<file path="src/rtl/mic_level_meter.sv">
// Microphone loudness meter: per-window peak magnitude of ADC samples, quantised to
// a 0..16 level with optional one-step-per-window decay, plus a thermometer bar.
module mic_level_meter #(
    parameter int WINDOW   = 4096,
    parameter int MIDPOINT = 2048,
    parameter int HOLD_EN  = 1
) (
    input  logic        clock,
    input  logic        reset,
    input  logic        sample_valid,
    input  logic [11:0] sample,
    output logic [4:0]  level,
    output logic [15:0] bar,
    output logic        level_valid
);
    localparam int CW = $clog2(WINDOW);

    logic [CW-1:0] win_cnt;
    logic          win_end;
    logic [12:0]   mag13;
    logic [11:0]   mag;
    logic          s1_valid;
    logic          s1_last;
    logic [11:0]   peak_acc;
    logic [11:0]   new_peak;
    logic [4:0]    win_level;
    logic [4:0]    held;
    logic [4:0]    held_next;
    logic [15:0]   bar_next;

    assign win_end = (win_cnt == CW'(WINDOW - 1));

    // Distance from midpoint computed in 13 bits so sample=0 yields 2048 cleanly
    always_comb begin
        if (sample >= 12'(MIDPOINT))
            mag13 = {1'b0, sample} - 13'(MIDPOINT);
        else
            mag13 = 13'(MIDPOINT) - {1'b0, sample};
    end

    always_ff @(posedge clock or posedge reset) begin
        if (reset) begin
            win_cnt  <= '0;
            mag      <= '0;
            s1_valid <= 1'b0;
            s1_last  <= 1'b0;
        end else begin
            s1_valid <= sample_valid;
            s1_last  <= sample_valid && win_end;
            if (sample_valid) begin
                mag     <= 12'(mag13);
                win_cnt <= win_end ? '0 : win_cnt + CW'(1);
            end
        end
    end

    assign new_peak  = (mag > peak_acc) ? mag : peak_acc;
    assign win_level = 5'(new_peak >> 7);

    always_comb begin
        if (HOLD_EN != 0)
            held_next = (win_level >= held) ? win_level : held - 5'd1;
        else
            held_next = win_level;
    end

    always_comb begin
        bar_next = '0;
        for (int i = 0; i < 16; i++)
            bar_next[i] = (5'(i) < held_next);
    end

    // Closing sample folds into the finished window while the accumulator restarts at 0
    always_ff @(posedge clock or posedge reset) begin
        if (reset) begin
            peak_acc    <= '0;
            held        <= '0;
            level       <= '0;
            bar         <= '0;
            level_valid <= 1'b0;
        end else begin
            level_valid <= 1'b0;
            if (s1_valid) begin
                if (s1_last) begin
                    peak_acc    <= '0;
                    held        <= held_next;
                    level       <= held_next;
                    bar         <= bar_next;
                    level_valid <= 1'b1;
                end else begin
                    peak_acc <= new_peak;
                end
            end
        end
    end
endmodule

</file>
<file path="config.mk">
export PLATFORM = sky130hd
export DESIGN_NAME = mic_level_meter
export DESIGN_NICKNAME = d
export VERILOG_FILES = /design/src/rtl/mic_level_meter.sv
export SDC_FILE = /design/constraint.sdc
export NUM_CORES = 1
export LEC_CHECK = 0
export ABC_AREA = 1
export CORE_MARGIN = 3
export CORE_UTILIZATION = 38
export DETAILED_ROUTE_END_ITERATION = 8
export PLACE_DENSITY = 0.55
export SLEW_MARGIN = 30
export SYNTH_ARGS = -nofsm -noshare
export SYNTH_HDL_FRONTEND = slang
export SYNTH_SLANG_ARGS = --single-unit
</file>
<file path="constraint.sdc">
create_clock -name clock -period 5 [get_ports clock]
set_input_delay 1.25 -clock clock [delete_from_list [all_inputs] [get_ports clock]]
set_output_delay 1.25 -clock clock [all_outputs]
set_load 0.005 [all_outputs]
</file>
==> impl_metrics.ini, run 1 <==
[outcome]
status = complete, no violations

[sta]
finalSetupTns_ns = 0
setup_viol = 0
postLayoutSetupSlackWorst_ns = 1.77
slew-limit-headroom_pct = 44.6
skew_ns = 0.00775
drv_slew = 0
finalHoldViolCount = 0
fmax_mhz = 309
tightestPinTransition_ns = 0.829
layout_min_cycle_time_ns = 3.23
finalCritPeriodShare_pct = 64.7
rsz0062_at_grt = no

[floorplanning]
core_area_sq_um = 8720
die_w_um = 101
die_area_sq_um = 10200
ios = 37
initial_core_util_pct = 39.3
die_h_um = 101
rows = 34

[clock_network]
numCtsBuffers = 9
htreeDepth = 3
clock_latency_ns = 0.33
cts_root_buf = clkbuf_8
ctsLongestPathBuffers = 2
path_clk_slew_ns = 0.06
post_cts_resized = 0
cts_tree = done
clock_sinks = 59
ctsHoldBuffers = 0
post_cts_buffers = 0

[logic_synthesis]
synthCells = 412
synth_area_leaders = dfrtp_1 43%, nand2_1 10%, ha_1 7.3%
yosys_warnings = 0
synth_ff_type = dfrtp_1
yosysMostFrequentCell = nand2_1
synth.cell_area_sq_um = 3430
ys_seq_area_share_pct = 43.1
yosysTopAreaCell = dfrtp_1
yosys-top-cells-count = 92 x nand2_1, 65 x inv_1, 59 x dfrtp_1
synth.top_cell.area_share_pct = 43.1
synth_edf_count = 0
avgSynthCellArea_sq_um = 8.32
synth_fp_nets = 447
ys_types = 36
async_reset_ff_share_pct = 100
synth-seq-cells = 59

[finish]
area_delta_synth_final_pct = 19.1
n_antenna_cell = 0
fillerInstances = 838
regArea_sq_um = 1480
layout.nets = 488
drive_gt1_share_pct = 11.6
multiInputGateArea_sq_um = 1650

[flow_run]
drv_cap = 0

[setup_path]
crit_type = reg -> reg
cp_max_fo = 8
worstSetupStartpointType = register
arrival_ns = 3.45
cp-end-kind = register
cp.required_ns = 5.21

[power]
switching_share_pct = 45.7
p_sw_w = 0.000998
p_per_area_nw_per_um2 = 535
internal_power_w = 0.00119
p_leak_nw = 2.06
irDropWorstVdd_mv = 0.220
seqPwrFrac_pct = 27.6
pwr-share-clk_pct = 18.9
p_comb_share_pct = 53.4

[route]
wire_per_inst_um = 12.6
initialDrtViolationCount = 105
ant_nets = 0
dr.pass1.iters = 4
routed_wl_um = 7090
route.detailed.drc = 0
via_count = 2699
via_per_inst = 4.79

[placed_design]
place_ws_ns = 1.45
place.gp.congestion = 0.794
hpwl_um = 5510
port_buffers = 36

[global_routing]
grt_max_degree = 31
grt_pass1_wl_um = 12400
grt_usage_pct = 15.3
grt_pass1_vias = 2650
grt_overflow = 0
antenna_found_initial = 0

[min_path]
hold_path_class = reg -> reg
-- critical path, stage by stage, from the launching register on --
cell     delay, ns
dfrtp_1       0.37
inv_1         0.12
ha_1          0.26
nand2_1       0.10
inv_2         0.04
nand2_2       0.07
nor2_1        0.05
nand2_1       0.11
nand3_4       0.13
nand2_4       0.16
nand2_2       0.08
nand2_1       0.09
inv_1         0.05
ha_1          0.30
a21oi_1       0.16
o21a_1        0.18
nand3_4       0.15
inv_2         0.13
nand2_1       0.13
nand2_2       0.13
inv_2         0.05
nor2_4        0.09
nand3_1       0.08
nand2_1       0.08
nand2_1       0.05
-- cells in the final DEF, fill, tap and decap left out, types with 6 or more instances in the layout --
cell type | Yosys | layout
clkbuf_8 | 0 | 10
nor2_1 | 19 | 19
nand3_1 | 25 | 25
xor2_1 | 12 | 12
o21ai_0 | 21 | 21
nand2_2 | 8 | 8
inv_1 | 65 | 64
nor3_1 | 8 | 8
nand4_1 | 6 | 6
clkdlybuf4s50_1 | 0 | 36
o22ai_1 | 13 | 13
ha_1 | 20 | 20
inv_2 | 6 | 7
nand2_4 | 8 | 8
nand2_1 | 92 | 92
dfrtp_1 | 59 | 59
a21oi_1 | 10 | 10
-- power groups by stage --
| stage | sequential (W) | clock [W] | combinational (W) |
|---|---|---|---|
| after detailed placement | 0.000612 | 0 | 0.00117 |
| after floorplan | 0.000601 | 0 | 0.000957 |
| after CTS | 0.000604 | 0.000428 | 0.00117 |
| after global placement | 0.000611 | 0 | 0.00116 |
| final | 0.000603 | 0.000414 | 0.00117 |
| after global routing | 0.000615 | 0.000449 | 0.00132 |
-- cell families after synthesis --
group,Yosys count,synth area share [%]
simple gates,183,27.3
buf+inv,79,8.77
flops,59,43.1
compound gates,56,9.72
fa+ha+maj,20,7.30
xor+xnor,15,3.84
-- area by class of cell --
cell class                 instances  area share (%)
clock buffer                      11            3.47
clock inverter                     3           0.981
inverter                          72            6.62
multi-input combinational        274            40.4
sequential                        59            36.2
tap                              108            3.31
timing repair buffer              37            9.02
-- registers in the layout, summed over array words and instances, names as in the netlist --
name	flops
bar	16
mag	12
peak_acc	12
win_cnt	12
held	4
level_valid	1
s1_last	1
s1_valid	1
-- path summary, 6_finish.rpt --
kind | from | end | slack, ns | depth (start not counted)
min in group asynchronous | reset | bar[10]$_DFFE_PP0P_ | 1.33 | 2
max in group asynchronous | reset | mag[11]$_DFFE_PP0P_ | 2.84 | 3
worst min-delay path | bar[9]$_DFFE_PP0P_ | bar[9]$_DFFE_PP0P_ | 0.48 | 2
worst min register to register | bar[9]$_DFFE_PP0P_ | bar[9]$_DFFE_PP0P_ | 0.48 | 2
worst max register to register | peak_acc[11]$_DFFE_PP0P_ | bar[14]$_DFFE_PP0P_ | 1.77 | 24
worst max-delay path | peak_acc[11]$_DFFE_PP0P_ | bar[14]$_DFFE_PP0P_ | 1.77 | 24
-- metal layers --
metal	track usage (%)	part of all wire (%)	routed length (um)
met3	3.39	2.8	200
met4	5.11	0.88	62
met1	22.3	51	3650
met2	22.3	45	3170
met5	0	0	0
-- per-stage QoR --
stage / utilization, % / instances / power [W] / area, sq um / hold slack [ns]
detailed placement: 44.7 / 550 / 0.00178 / 3900 / 0.465
CTS: 46.8 / 564 / 0.00221 / 4080 / 0.487
global route: 46.8 / 564 / 0.00238 / 4080 / 0.512
floorplan: - / 412 / 0.00156 / 3430 / 0.464
global placement: 44.7 / 550 / 0.00177 / 3900 / 0.468
finish: 46.8 / 564 / 0.00218 / 4080 / 0.477
Power figures use the tool's default switching activity.
==> run 2, diff against run 1 <==
- clock period: 5 -> 3.15 ns (I/O delays scaled with it)
==> impl_metrics.ini, run 2 (synthesis results as in run 1) <==
[power]
irDropWorstVdd_mv = 0.550
p_per_area_nw_per_um2 = 1000
p_leak_nw = 2.30

[sta]
drv_slew = 0
finalCritPeriodShare_pct = 99.8
hold-worst-slack_ns = 0.484
rsz0062_at_grt = yes
tightestPinTransition_ns = 0.647
setup_viol = 0
finalHoldViolCount = 0
slew-limit-headroom_pct = 56.6
skew_ns = 0.00724
layout_min_cycle_time_ns = 3.14
fmax_mhz = 318

[global_routing]
grt_pass1_wl_um = 13300
grt_pass1_vias = 2766
grt_overflow = 0
antenna_found_initial = 0
grt_max_degree = 60
grt_usage_pct = 16.5

[floorplanning]
die_area_sq_um = 10200
core_area_sq_um = 8720
die_h_um = 101
initial_core_util_pct = 39.3
ios = 37
rows = 34
die_w_um = 101

[setup_path]
cp.required_ns = 3.37
worstSetupStartpointType = register
cp-end-kind = register
crit_type = reg -> reg
arrival_ns = 3.36
cp_max_fo = 8

[route]
routed_wl_um = 8130
initialDrtViolationCount = 88
dr.pass1.iters = 4
route.detailed.drc = 0
via_count = 2847
ant_nets = 0
via_per_inst = 4.78
wire_per_inst_um = 13.7

[finish]
fillerInstances = 782
fin_cells = 595
area_delta_synth_final_pct = 37.3
final_cell_area_sq_um = 4700
drive_gt1_share_pct = 26.5
regArea_sq_um = 1480
multiInputGateArea_sq_um = 1950
largest_reg_flops = 16
regMostFlops = bar
final_common_cell = nand2_1
layout.nets = 517
mostFrequentLayoutCells = 76 x nand2_1, 59 x dfrtp_1, 58 x inv_1
n_antenna_cell = 0

[placed_design]
port_buffers = 36
place_inst = 562
place.gp.congestion = 0.801
place_area_sq_um = 4000
hpwl_um = 5740

[outcome]
status = complete, no violations

[flow_run]
drv_cap = 0

[clock_network]
ctsHoldBuffers = 0
htreeDepth = 3
ctsLongestPathBuffers = 2
clock_latency_ns = 0.34
path_clk_slew_ns = 0.07
cts_tree = done
clock_sinks = 59
numCtsBuffers = 9
cts_root_buf = clkbuf_8

[min_path]
hold_path_class = reg -> reg
[run 2: cell count changes in the layout (fill, tap and decap cells not counted), sizes merged]
cell | before | now
clkbuf | 11 | 10
buf | 1 | 30
clkinv | 3 | 2
clkinvlp | 0 | 1
bufinv | 1 | 3
inv | 71 | 72
[run 2: per-layer routing]
| metal | vias up | wire (um) | share of wire [%] | track usage (%) |
|---|---|---|---|---|
| met5 | - | 0 | 0 | 0 |
| met4 | 0 | 109 | 1.3 | 6.24 |
| met3 | 8 | 149 | 1.8 | 3.18 |
| met2 | 27 | 3780 | 47 | 24.4 |
| met1 | 1348 | 4090 | 50 | 23.9 |
| li1 | 1464 | - | - | - |
[run 2: through the flow]
stage               setup TNS [ns]  power [W]  util [%]  worst slack, ns
floorplan                        0    0.00247         -            0.281
global placement           -0.0178    0.00286      45.9          -0.0178
detailed placement          -0.633    0.00288      45.9           -0.119
CTS                              0    0.00395      49.6          0.00284
global route                 -1.87    0.00508      53.9           -0.156
finish                           0    0.00472      53.9          0.00777
[run 2: power by group]
| group | switching (W) | internal [W] |
|---|---|---|
| clock | 0.000319 | 0.000548 |
| combinational | 0.00167 | 0.00123 |
| sequential | 0.0000776 | 0.000884 |
[run 2: what timing repair did]
action / in CTS / in global routing
pin swaps: 6 / 26
setup endpoints to repair: 15 / 20
buffers inserted: 5 / 12
resized for setup: 7 / 54
[run 2: worst max-delay path, stage by stage, from the launching register on]
cell and delay (ns):
dfrtp_1 0.42, ha_4 0.28, nand4_1 0.14, nor3_2 0.31, nand2_4 0.14, buf_6 0.15
nand3b_1 0.13, nand2_2 0.11, ha_4 0.27, nand2_2 0.04, inv_2 0.04, nand4_1 0.13
nand3_4 0.21, buf_6 0.12, nand3_2 0.08, nand2_4 0.13, nand2_4 0.08, a21boi_4 0.17
nand3_2 0.07
[run 2: path summary, 6_finish.rpt]
check                                    from                      end  slack (ns)  cells after the start
max                        mag[6]$_DFFE_PP0P_       bar[8]$_DFFE_PP0P_       0.008                     18
min                        bar[9]$_DFFE_PP0P_       bar[9]$_DFFE_PP0P_        0.48                      2
max reg2reg                mag[6]$_DFFE_PP0P_       bar[8]$_DFFE_PP0P_       0.008                     18
min reg2reg                bar[9]$_DFFE_PP0P_       bar[9]$_DFFE_PP0P_        0.48                      2
max in group asynchronous               reset  peak_acc[6]$_DFFE_PP0P_        2.06                      3
min in group asynchronous               reset       bar[8]$_DFFE_PP0P_        0.82                      3
[run 2: layout make-up]
class,count,area share (%)
multi-input cells,274,41.4
clock buffers,10,2.93
clock inverters,6,2.37
repair buffers,66,13.2
inverters,72,5.85
flip-flops and latches,59,31.4
well taps,108,2.87
==> patch: new RTL, flow settings as in run 2 <==
`WINDOW`: 4096 -> 2048.
--- a/src/rtl/mic_level_meter.sv
+++ b/src/rtl/mic_level_meter.sv
@@ -2,5 +2,5 @@
 // a 0..16 level with optional one-step-per-window decay, plus a thermometer bar.
 module mic_level_meter #(
-    parameter int WINDOW   = 4096,
+    parameter int WINDOW   = 2048,
     parameter int MIDPOINT = 2048,
     parameter int HOLD_EN  = 1
Check against the original RTL: same outputs for any inputs over 10 cycles, from zero or initial values and one cycle with reset high; that may be too few to reach the edited logic, so the function may still have changed.
==> patch against run 2 <==
- worst setup slack better by 0.012 ns
- sequential power shrank 2%
- design area is 2.6% lower
- non-clock buffer count stayed put
- critical path depth increased by 1
- synthesized area decreased by 3.3%
- wire length rose by 3.8%
- total power shrank 1.3%
- sequential share of layout area rose by 0.29 points
- die area down 3.1%
- sequential cell count fell by 1
- combinational power is 7.3% higher
- critical path type unchanged
==> patch: results (changes against run 2) <==
[metrics] run status: finished clean (unchanged)
[metrics] area fraction in compound gates after synthesis: 9.513% (was 9.715%)
[metrics] CP max FO: 7 (was 8)
[metrics] Adder-Cell Fraction of Synth Area: 7.550% (was 7.305%)
[metrics] RR Startpoint: mag[7]$_DFFE_PP0P_ (was mag[6]$_DFFE_PP0P_)
[metrics] pwr/cell area: 1018 nW/um2 (was 1004 nW/um2)
[metrics] GR Layer Usage met3: 2.665% (was 3.183%)
[metrics] number of DRC markers after the initial detailed-route iteration: 153 (was 88)
[metrics] Clock Skew: 0.01049 ns (was 0.007237 ns)
[metrics] XOR/XNOR share of the synthesized area: 4.492% (was 3.835%)
[metrics] routed wire length: 8.442 mm (was 8.134 mm)
[metrics] met3 wire len: 175 um (was 149 um)
[metrics] Combinational Power Share: 66.4% (was 61.3%)
[metrics] Seq/Total Area, Yosys: 43.79% (was 43.10%)
[metrics] post-layout min period: 3.130 ns (was 3.142 ns)
[metrics] Worst Hold Path EP: bar[1]$_DFFE_PP0P_ (was bar[9]$_DFFE_PP0P_)
[metrics] global-route met2 utilization: 25.83% (was 24.35%)
[metrics] beginning of the critical path: mag[7]$_DFFE_PP0P_ (was mag[6]$_DFFE_PP0P_)
[metrics] largest voltage drop on the vdd net: 559.5 uV (was 549.6 uV)
[metrics] worst slew margin relative to its limit: 49.86% (was 56.56%)
[metrics] post-detailed-route via-to-cell ratio: 4.944 (was 4.785)
[metrics] worst hold slack across all endpoints: 0.4816 ns (was 0.4842 ns)
[metrics] path depth of the worst reg2reg path: 19 (was 18)
[metrics] met2 wirelength from detailed routing: 3.945 mm (was 3.783 mm)
[metrics] share of final-layout standard cells stronger than drive strength 1: 25.10% (was 26.49%)
[metrics] Synthesized Nets: 439 (was 447)
[metrics] global-route met1 utilization: 24.58% (was 23.88%)
[metrics] router iterations before antenna repair: 5 (was 4)
[metrics] wire length of the first global-routing pass: 13.51 mm (was 13.34 mm)
[metrics] placed cell count: 551 (was 562)
[metrics] capture instance of the worst register-to-register path: bar[6]$_DFFE_PP0P_ (was bar[8]$_DFFE_PP0P_)
[metrics] commonest cells in the synthesized netlist: sky130_fd_sc_hd__nand2_1 (95), sky130_fd_sc_hd__inv_1 (66), sky130_fd_sc_hd__dfrtp_1 (58) (was sky130_fd_sc_hd__nand2_1 (92), sky130_fd_sc_hd__inv_1 (65), sky130_fd_sc_hd__dfrtp_1 (59))
[metrics] switching component of the power: 0.002253 W (was 0.002065 W)
[metrics] aggregate global-route resource usage: 17.03% (was 16.50%)
[metrics] net total in the final layout: 512 (was 517)
[metrics] startpoint of the lowest-slack hold path: bar[1]$_DFFE_PP0P_ (was bar[9]$_DFFE_PP0P_)
[metrics] pin count of the biggest net entering global routing: 59 (was 60)
[metrics] placer's final routability congestion estimate: 0.8675 (was 0.8006)
[metrics] number of setup buffers added after CTS: 4 (was 5)
[metrics] half-perimeter wire length after placement: 5.664 mm (was 5.739 mm)
[patch: critical path: stages, from the launching register on]
cell                      delay [ns]
sky130_fd_sc_hd__dfrtp_1        0.42
sky130_fd_sc_hd__ha_4           0.29
sky130_fd_sc_hd__nand4_1        0.13
sky130_fd_sc_hd__nor3_2         0.28
sky130_fd_sc_hd__nand2_4        0.14
sky130_fd_sc_hd__nand2_8        0.13
sky130_fd_sc_hd__nand2_4        0.07
sky130_fd_sc_hd__nand2_4        0.06
sky130_fd_sc_hd__inv_2          0.04
sky130_fd_sc_hd__ha_4           0.27
sky130_fd_sc_hd__nand2_2        0.06
sky130_fd_sc_hd__inv_2          0.04
sky130_fd_sc_hd__nand4_1        0.20
sky130_fd_sc_hd__nand3_4        0.20
sky130_fd_sc_hd__inv_4          0.06
sky130_fd_sc_hd__nand2_1        0.15
sky130_fd_sc_hd__nand2_4        0.09
sky130_fd_sc_hd__nor2_2         0.16
sky130_fd_sc_hd__nand2_1        0.13
sky130_fd_sc_hd__o21ai_1        0.13
[patch: through the flow]
step	util (%)	TNS (ns)	instance area (um2)
3_3_place_gp	46.35	-0.02537	3866
4_1_cts	49.16	0	4100
3_5_place_dp	46.35	-0.3332	3866
6_report	54.94	0	4582
2_1_floorplan	-	0	3314
5_1_grt	54.94	-2.254	4582
[patch: layout make-up]
| type | count | area (um2) | area share, % |
|---|---|---|---|
| inverters | 67 | 254.0 | 5.543 |
| repair buffers | 66 | 600.6 | 13.11 |
| multi-input cells | 275 | 1973 | 43.06 |
| flip-flops and latches | 58 | 1451 | 31.68 |
| clock inverters | 5 | 30.03 | 0.6554 |
| clock buffers | 11 | 141.4 | 3.086 |
| well taps | 105 | 131.4 | 2.867 |
